$ cat config.mk
export PLATFORM = sky130hd
export DESIGN_NAME = uart_tx_mmio
export DESIGN_NICKNAME = d
export VERILOG_FILES = /design/src/rtl/uart_pkg.sv /design/src/rtl/sync_fifo.sv /design/src/rtl/uart_tx_mmio.sv
export SDC_FILE = /design/constraint.sdc
export NUM_CORES = 1
export LEC_CHECK = 0
export ABC_AREA = 1
export CAP_MARGIN = 25
export CORE_ASPECT_RATIO = 0.75
export CORE_MARGIN = 10
export CORE_UTILIZATION = 40
export DETAILED_ROUTE_END_ITERATION = 10
export PLACE_DENSITY = 0.68
export SETUP_SLACK_MARGIN = 0.2
export SKIP_CTS_REPAIR_TIMING = 1
export SYNTH_ARGS = -nofsm -noshare
export SYNTH_HDL_FRONTEND = slang
export SYNTH_SLANG_ARGS = --single-unit
$ cat constraint.sdc
create_clock -name clk -period 2.9 [get_ports clk]
set_clock_uncertainty 0.2 [all_clocks]
set_input_delay 0.29 -clock clk [delete_from_list [all_inputs] [get_ports clk]]
set_output_delay 0.29 -clock clk [all_outputs]
set_load 0.05 [all_outputs]
$ cat src/rtl/uart_pkg.sv
// Shared constants for the memory-mapped UART transmitter: register
// offsets, STATUS bit layout and the transmit FSM state encoding.
package uart_pkg;

    localparam logic [31:0] REG_TXDATA = 32'd0;
    localparam logic [31:0] REG_STATUS = 32'd4;

    localparam int STAT_SHIFTING_BIT = 0;
    localparam int STAT_EMPTY_BIT    = 1;
    localparam int STAT_FULL_BIT     = 2;
    localparam int STAT_OVF_BIT      = 3;
    localparam int STAT_COUNT_LSB    = 4;

    typedef enum logic [1:0] {
        ST_IDLE  = 2'd0,
        ST_START = 2'd1,
        ST_DATA  = 2'd2,
        ST_STOP  = 2'd3
    } tx_state_e;

endpackage

$ cat src/rtl/sync_fifo.sv
// Small synchronous FIFO with occupancy count. Pushes into a full FIFO and
// pops from an empty FIFO are ignored; the head entry is always visible.
module sync_fifo #(
    parameter int WIDTH = 8,
    parameter int DEPTH = 4
) (
    input  logic                     clk,
    input  logic                     rst,
    input  logic                     push,
    input  logic [WIDTH-1:0]         push_data,
    input  logic                     pop,
    output logic [WIDTH-1:0]         pop_data,
    output logic                     full,
    output logic                     empty,
    output logic [$clog2(DEPTH):0]   count
);

    localparam int AW = $clog2(DEPTH);
    localparam int CW = AW + 1;

    logic [WIDTH-1:0] mem_r [DEPTH];
    logic [AW-1:0]    wr_ptr_r;
    logic [AW-1:0]    rd_ptr_r;
    logic [CW-1:0]    count_r;
    logic             do_push_s;
    logic             do_pop_s;

    assign full      = (count_r == CW'(DEPTH));
    assign empty     = (count_r == CW'(0));
    assign count     = count_r;
    assign pop_data  = mem_r[rd_ptr_r];
    assign do_push_s = push & ~full;
    assign do_pop_s  = pop & ~empty;

    // Storage array: write the pushed entry at the write pointer.
    always_ff @(posedge clk or negedge rst) begin
        if (!rst) begin
            for (int i = 0; i < DEPTH; i++) begin
                mem_r[i] <= '0;
            end
        end else if (do_push_s) begin
            mem_r[wr_ptr_r] <= push_data;
        end else begin
            mem_r[wr_ptr_r] <= mem_r[wr_ptr_r];
        end
    end

    // Pointers wrap naturally because DEPTH is a power of two.
    always_ff @(posedge clk or negedge rst) begin
        if (!rst) begin
            wr_ptr_r <= '0;
            rd_ptr_r <= '0;
        end else begin
            wr_ptr_r <= do_push_s ? (wr_ptr_r + AW'(1)) : wr_ptr_r;
            rd_ptr_r <= do_pop_s  ? (rd_ptr_r + AW'(1)) : rd_ptr_r;
        end
    end

    // Occupancy: simultaneous push and pop leaves the count unchanged.
    always_ff @(posedge clk or negedge rst) begin
        if (!rst) begin
            count_r <= '0;
        end else begin
            case ({do_push_s, do_pop_s})
                2'b10:   count_r <= count_r + CW'(1);
                2'b01:   count_r <= count_r - CW'(1);
                default: count_r <= count_r;
            endcase
        end
    end

endmodule

$ cat src/rtl/uart_tx_mmio.sv
// Memory-mapped 8N1 UART transmitter. CPU byte writes to TXDATA are queued
// in a small FIFO and shifted out LSB first; STATUS reports queue state and
// a sticky overflow flag. Read data is zero outside STATUS reads so it can
// be OR-merged with RAM read data.
module uart_tx_mmio
    import uart_pkg::*;
#(
    parameter logic [31:0] BASE_ADDR    = 32'h0000_1000,
    parameter int          CLKS_PER_BIT = 16,
    parameter int          FIFO_DEPTH   = 4
) (
    input  logic        clk,
    input  logic        rst,
    input  logic [31:0] addr,
    input  logic        w_r,
    input  logic [31:0] wr_data,
    output logic [31:0] rd_data,
    output logic        tx,
    output logic        busy
);

    localparam int                BAUD_W      = $clog2(CLKS_PER_BIT);
    localparam int                CNT_W       = $clog2(FIFO_DEPTH) + 1;
    localparam logic [BAUD_W-1:0] BAUD_RELOAD = BAUD_W'(CLKS_PER_BIT - 1);
    localparam logic [31:0]       TXDATA_ADDR = BASE_ADDR + REG_TXDATA;
    localparam logic [31:0]       STATUS_ADDR = BASE_ADDR + REG_STATUS;

    tx_state_e         state_r, state_next_s;
    logic [BAUD_W-1:0] baud_r, baud_next_s;
    logic [2:0]        idx_r, idx_next_s;
    logic [7:0]        shreg_r, shreg_next_s;
    logic              tx_r, tx_next_s;
    logic              ovf_r;

    logic              wr_txdata_s, wr_status_s, rd_status_s;
    logic              push_s, pop_s;
    logic [7:0]        head_s;
    logic              full_s, empty_s, shifting_s;
    logic [CNT_W-1:0]  count_s;
    logic [3:0]        count_ext_s;
    logic              unused_s;

    assign wr_txdata_s = w_r  & (addr == TXDATA_ADDR);
    assign wr_status_s = w_r  & (addr == STATUS_ADDR);
    assign rd_status_s = ~w_r & (addr == STATUS_ADDR);
    assign push_s      = wr_txdata_s & ~full_s;
    assign shifting_s  = (state_r != ST_IDLE);
    assign busy        = shifting_s | ~empty_s;
    assign tx          = tx_r;
    assign count_ext_s = 4'(count_s);
    assign unused_s    = ^{wr_data[31:8], count_ext_s[3]};

    sync_fifo #(
        .WIDTH (8),
        .DEPTH (FIFO_DEPTH)
    ) u_fifo (
        .clk       (clk),
        .rst       (rst),
        .push      (push_s),
        .push_data (wr_data[7:0]),
        .pop       (pop_s),
        .pop_data  (head_s),
        .full      (full_s),
        .empty     (empty_s),
        .count     (count_s)
    );

    // Frame sequencer: next state, baud countdown, bit index and FIFO pop.
    always_comb begin
        state_next_s = state_r;
        baud_next_s  = baud_r;
        idx_next_s   = idx_r;
        shreg_next_s = shreg_r;
        pop_s        = 1'b0;
        case (state_r)
            ST_IDLE: begin
                if (!empty_s) begin
                    pop_s        = 1'b1;
                    shreg_next_s = head_s;
                    baud_next_s  = BAUD_RELOAD;
                    state_next_s = ST_START;
                end else begin
                    baud_next_s  = '0;
                end
            end
            ST_START: begin
                if (baud_r == '0) begin
                    baud_next_s  = BAUD_RELOAD;
                    idx_next_s   = 3'd0;
                    state_next_s = ST_DATA;
                end else begin
                    baud_next_s  = baud_r - BAUD_W'(1);
                end
            end
            ST_DATA: begin
                if (baud_r == '0) begin
                    baud_next_s = BAUD_RELOAD;
                    if (idx_r == 3'd7) begin
                        state_next_s = ST_STOP;
                    end else begin
                        idx_next_s   = idx_r + 3'd1;
                    end
                end else begin
                    baud_next_s = baud_r - BAUD_W'(1);
                end
            end
            ST_STOP: begin
                if (baud_r == '0) begin
                    if (!empty_s) begin
                        // Next frame starts with no idle gap.
                        pop_s        = 1'b1;
                        shreg_next_s = head_s;
                        baud_next_s  = BAUD_RELOAD;
                        state_next_s = ST_START;
                    end else begin
                        baud_next_s  = '0;
                        state_next_s = ST_IDLE;
                    end
                end else begin
                    baud_next_s = baud_r - BAUD_W'(1);
                end
            end
            default: begin
                baud_next_s  = '0;
                state_next_s = ST_IDLE;
            end
        endcase
    end

    // Line level is derived from the upcoming state so tx lines up with it.
    always_comb begin
        tx_next_s = 1'b1;
        case (state_next_s)
            ST_IDLE:  tx_next_s = 1'b1;
            ST_START: tx_next_s = 1'b0;
            ST_DATA:  tx_next_s = shreg_next_s[idx_next_s];
            ST_STOP:  tx_next_s = 1'b1;
            default:  tx_next_s = 1'b1;
        endcase
    end

    // Transmit datapath registers; reset forces the line idle immediately.
    always_ff @(posedge clk or negedge rst) begin
        if (!rst) begin
            state_r <= ST_IDLE;
            baud_r  <= '0;
            idx_r   <= 3'd0;
            shreg_r <= 8'd0;
            tx_r    <= 1'b1;
        end else begin
            state_r <= state_next_s;
            baud_r  <= baud_next_s;
            idx_r   <= idx_next_s;
            shreg_r <= shreg_next_s;
            tx_r    <= tx_next_s;
        end
    end

    // Sticky overflow: set by a TXDATA write into a full FIFO, cleared via STATUS bit 3.
    always_ff @(posedge clk or negedge rst) begin
        if (!rst) begin
            ovf_r <= 1'b0;
        end else if (wr_txdata_s && full_s) begin
            ovf_r <= 1'b1;
        end else if (wr_status_s && wr_data[STAT_OVF_BIT]) begin
            ovf_r <= 1'b0;
        end else begin
            ovf_r <= ovf_r;
        end
    end

    // Read mux: only a STATUS read drives non-zero data.
    always_comb begin
        rd_data = 32'd0;
        if (rd_status_s) begin
            rd_data[STAT_SHIFTING_BIT]       = shifting_s;
            rd_data[STAT_EMPTY_BIT]          = empty_s;
            rd_data[STAT_FULL_BIT]           = full_s;
            rd_data[STAT_OVF_BIT]            = ovf_r;
            rd_data[STAT_COUNT_LSB +: 3]     = count_ext_s[2:0];
        end else begin
            rd_data = 32'd0;
        end
    end

endmodule

==> impl_metrics.tcl <==
set metrics [dict create \
    firstDrtPassIters 5 \
    end_kind "flip-flop" \
    drtIter0Drc 244 \
    grt_use_total 0.142 \
    path_class "reg2reg" \
    area.growth.synth_to_final_pct 24.7 \
    ys_ff_latch 58 \
    synth_cells 514 \
    p_int_mw 1.57 \
    syn_area_per_cell_um2 7.36 \
    synthFlopType "dfrtp_1" \
    synth_cell_type_count 37 \
    first_global_vias 3442 \
    pin_count 101 \
    required_ps 2900 \
    hp-class "reg2reg" \
    root_buffer "clkbuf_16" \
    slew_headroom 0.514 \
    num_rows 30 \
    postRouteAntennaNets 0 \
    wl_mm 9.82 \
    portBuffers 51 \
    start_kind "flip-flop" \
    clock_latency_ps 320 \
    die_h_um 104 \
    hold_violations 0 \
    layout_min_cycle_time_ps 2500 \
    cts_buffers 9 \
    combPwrFrac 0.080 \
    nets 646 \
    dp_hpwl_mm 7.17 \
    synth.cell_area_mm2 0.00378 \
    die_area_mm2 0.0138 \
    grt_max_degree 35 \
    rsz0062_at_grt "yes" \
    outcome "finished, final reports clean" \
    tightest_slew_ps 730 \
    synth-edff-count 0 \
    drive_gt1_frac 0.0931 \
    dpl_cell_area_mm2 0.00439 \
    clock_path_buffers 2 \
    min_period_over_period 0.861 \
    routabilityCongestion 0.835 \
    p_seq_frac 0.399 \
    vias_per_cell 4.99 \
    coreArea_mm2 0.00912 \
    clkSlewWorstSetupHoldPaths_ps 50 \
    start_util 0.415 \
    clock-sinks 58 \
    cp_slowest_cell "dfrtp_1" \
    crit_path_frequent_cell "inv_1" \
    synth.yosys.seq_area_share 0.384 \
    htreeDepth 3 \
    drv_cap 0 \
    p_leak_nw 2.18 \
    diodes 0 \
    clock_power_share 0.522 \
    peakVddDrop_v 0.000299 \
    setup_slack_ps 402 \
    p_switching_uw 461 \
    final-setup-viol-count 0 \
    cpPeakStageDelay_ps 430 \
    max_freq_mhz 400 \
    grt_overflow_total 0 \
    grt_pass1_wl_mm 16.5 \
    critPathArrivalTime_ps 2500 \
    post-place-ws_ps 222 \
    fin_setup_tns_ps 0 \
    synthArstFlopShare 1.00 \
    die_w_um 132 \
    cts_tree "yes" \
    p_sw_frac 0.227 \
    power.density_mw_per_mm2 431 \
    crit_fanout 6 \
    wire_per_inst_um 14.1 \
    path_cells "inv_1, ha_2, inv_1, nand3_2, nor2_2, ha_1, inv_1, fa_1, a21oi_1, o21ai_0, xor2_1" \
    slew_viol_final 0 \
    antenna_found_initial 0 \
    yosys_warnings 0 \
    vias 3481 \
    fin_hold_ws_ps 296 \
    drc_errors 0 \
    fin_area_mm2 0.00472 \
]
==> power by group through the flow <==
stage                     Sequential, mW  Clock, mW  Combinational (mW)
after floorplan                    0.824          0               0.106
after global placement             0.824          0               0.159
after detailed placement           0.824          0               0.159
after CTS                          0.810       1.08               0.160
after global routing               0.810       1.12               0.173
final                              0.811       1.06               0.162
==> critical path: cells and delay by family (launching register included) <==
kind / cells / cell delay (ps)
simple gates: 2 / 190
fa+ha+maj: 3 / 850
buf+inv: 3 / 290
flops: 1 / 430
compound gates: 2 / 260
xor+xnor: 1 / 150
==> registers in the layout, summed over array words and instances (netlist names) <==
register	flops
state_r	2
u_fifo.count	3
ovf_r	1
u_fifo.rd_ptr_r	2
shreg_r	8
tx	1
idx_r	3
u_fifo.mem_r	32
u_fifo.wr_ptr_r	2
baud_r	4
==> Yosys cell counts (2+ instances only) <==
master | count | area share
clkbuf_1 | 8 | 0.0079
nor2_1 | 59 | 0.059
buf_1 | 4 | 0.0040
nor3_1 | 3 | 0.0040
o21ai_0 | 46 | 0.061
buf_6 | 2 | 0.0060
o211ai_1 | 16 | 0.032
xor2_1 | 4 | 0.0093
a21oi_1 | 40 | 0.053
inv_1 | 57 | 0.057
buf_4 | 25 | 0.050
ha_1 | 14 | 0.046
o21ai_2 | 5 | 0.012
nand4_1 | 2 | 0.0033
nand3_1 | 34 | 0.045
xnor2_1 | 2 | 0.0046
dfrtp_1 | 57 | 0.38
o221ai_1 | 6 | 0.014
inv_2 | 2 | 0.0020
buf_2 | 7 | 0.0093
nand2_1 | 103 | 0.10
nor2_2 | 3 | 0.0050
==> layout make-up <==
cell class | instances | area, um2
Fill cell | 863 | 4410
Clock inverter | 5 | 52.6
Sequential cell | 58 | 1450
Clock buffer | 11 | 253
Timing Repair Buffer | 61 | 653
Multi-Input combinational cell | 375 | 1920
Inverter | 59 | 221
Tap cell | 128 | 160
==> cell families (layout without fill, tap and decap cells) <==
kind of cell,after synthesis,count (layout),synth area share
AO/OA/AOI/OAI,119,119,0.183
XOR/XNOR,6,6,0.0139
adder cells (fa/ha/maj),15,15,0.0516
buffers and inverters,105,136,0.135
flip-flops,58,58,0.384
other,1,25,0.000992
AND/OR/NAND/NOR,210,210,0.231
==> path summary, 6_finish.rpt <==
check,startpoint,end,slack (ps),cells after the start
max,state_r[0]$_DFF_PN0_,u_fifo.count[2]$_DFFE_PN0P_,400,11
min,ovf_r$_DFFE_PN0P_,ovf_r$_DFFE_PN0P_,300,2
max reg2reg,state_r[0]$_DFF_PN0_,u_fifo.count[2]$_DFFE_PN0P_,400,11
min reg2reg,ovf_r$_DFFE_PN0P_,ovf_r$_DFFE_PN0P_,300,2
max in group asynchronous,rst,u_fifo.mem_r[31]$_DFFE_PN0P_,1440,3
min in group asynchronous,rst,baud_r[0]$_DFF_PN0_,310,2
==> metal layers <==
layer  GRT usage  share of wire  up-vias  routed length (um)
met3      0.0381          0.062       11                 608
li1            -              -     1739                   -
met5           0              0        -                   0
met1       0.189           0.48     1609                4680
met4      0.0376          0.010        0                  99
met2       0.221           0.45      122                4430
==> placed cells by master, fill, tap and decap left out, types with 2 or more instances in the layout <==
cell / count
buf_12: 7
buf_4: 9
nand3_1: 34
nor3_2: 2
nand4_1: 2
inv_1: 56
inv_2: 3
a21oi_1: 40
nor2_1: 59
o21ai_2: 5
nor2_2: 3
clkbuf_16: 9
nand2_1: 102
nand2_2: 2
dfrtp_1: 57
o211ai_1: 16
xnor2_1: 2
nor3_1: 2
conb_1: 25
clkinv_2: 3
o221ai_1: 6
xor2_1: 4
clkbuf_8: 2
ha_1: 13
clkdlybuf4s50_1: 43
o21ai_0: 46
==> stage by stage <==
step	total power, mW	util	cells
floorplan	0.930	-	538
global placement	0.983	0.481	680
detailed placement	0.983	0.481	680
CTS	2.05	0.515	696
global route	2.10	0.517	697
finish	2.03	0.517	697
Power figures use the tool's default switching activity.
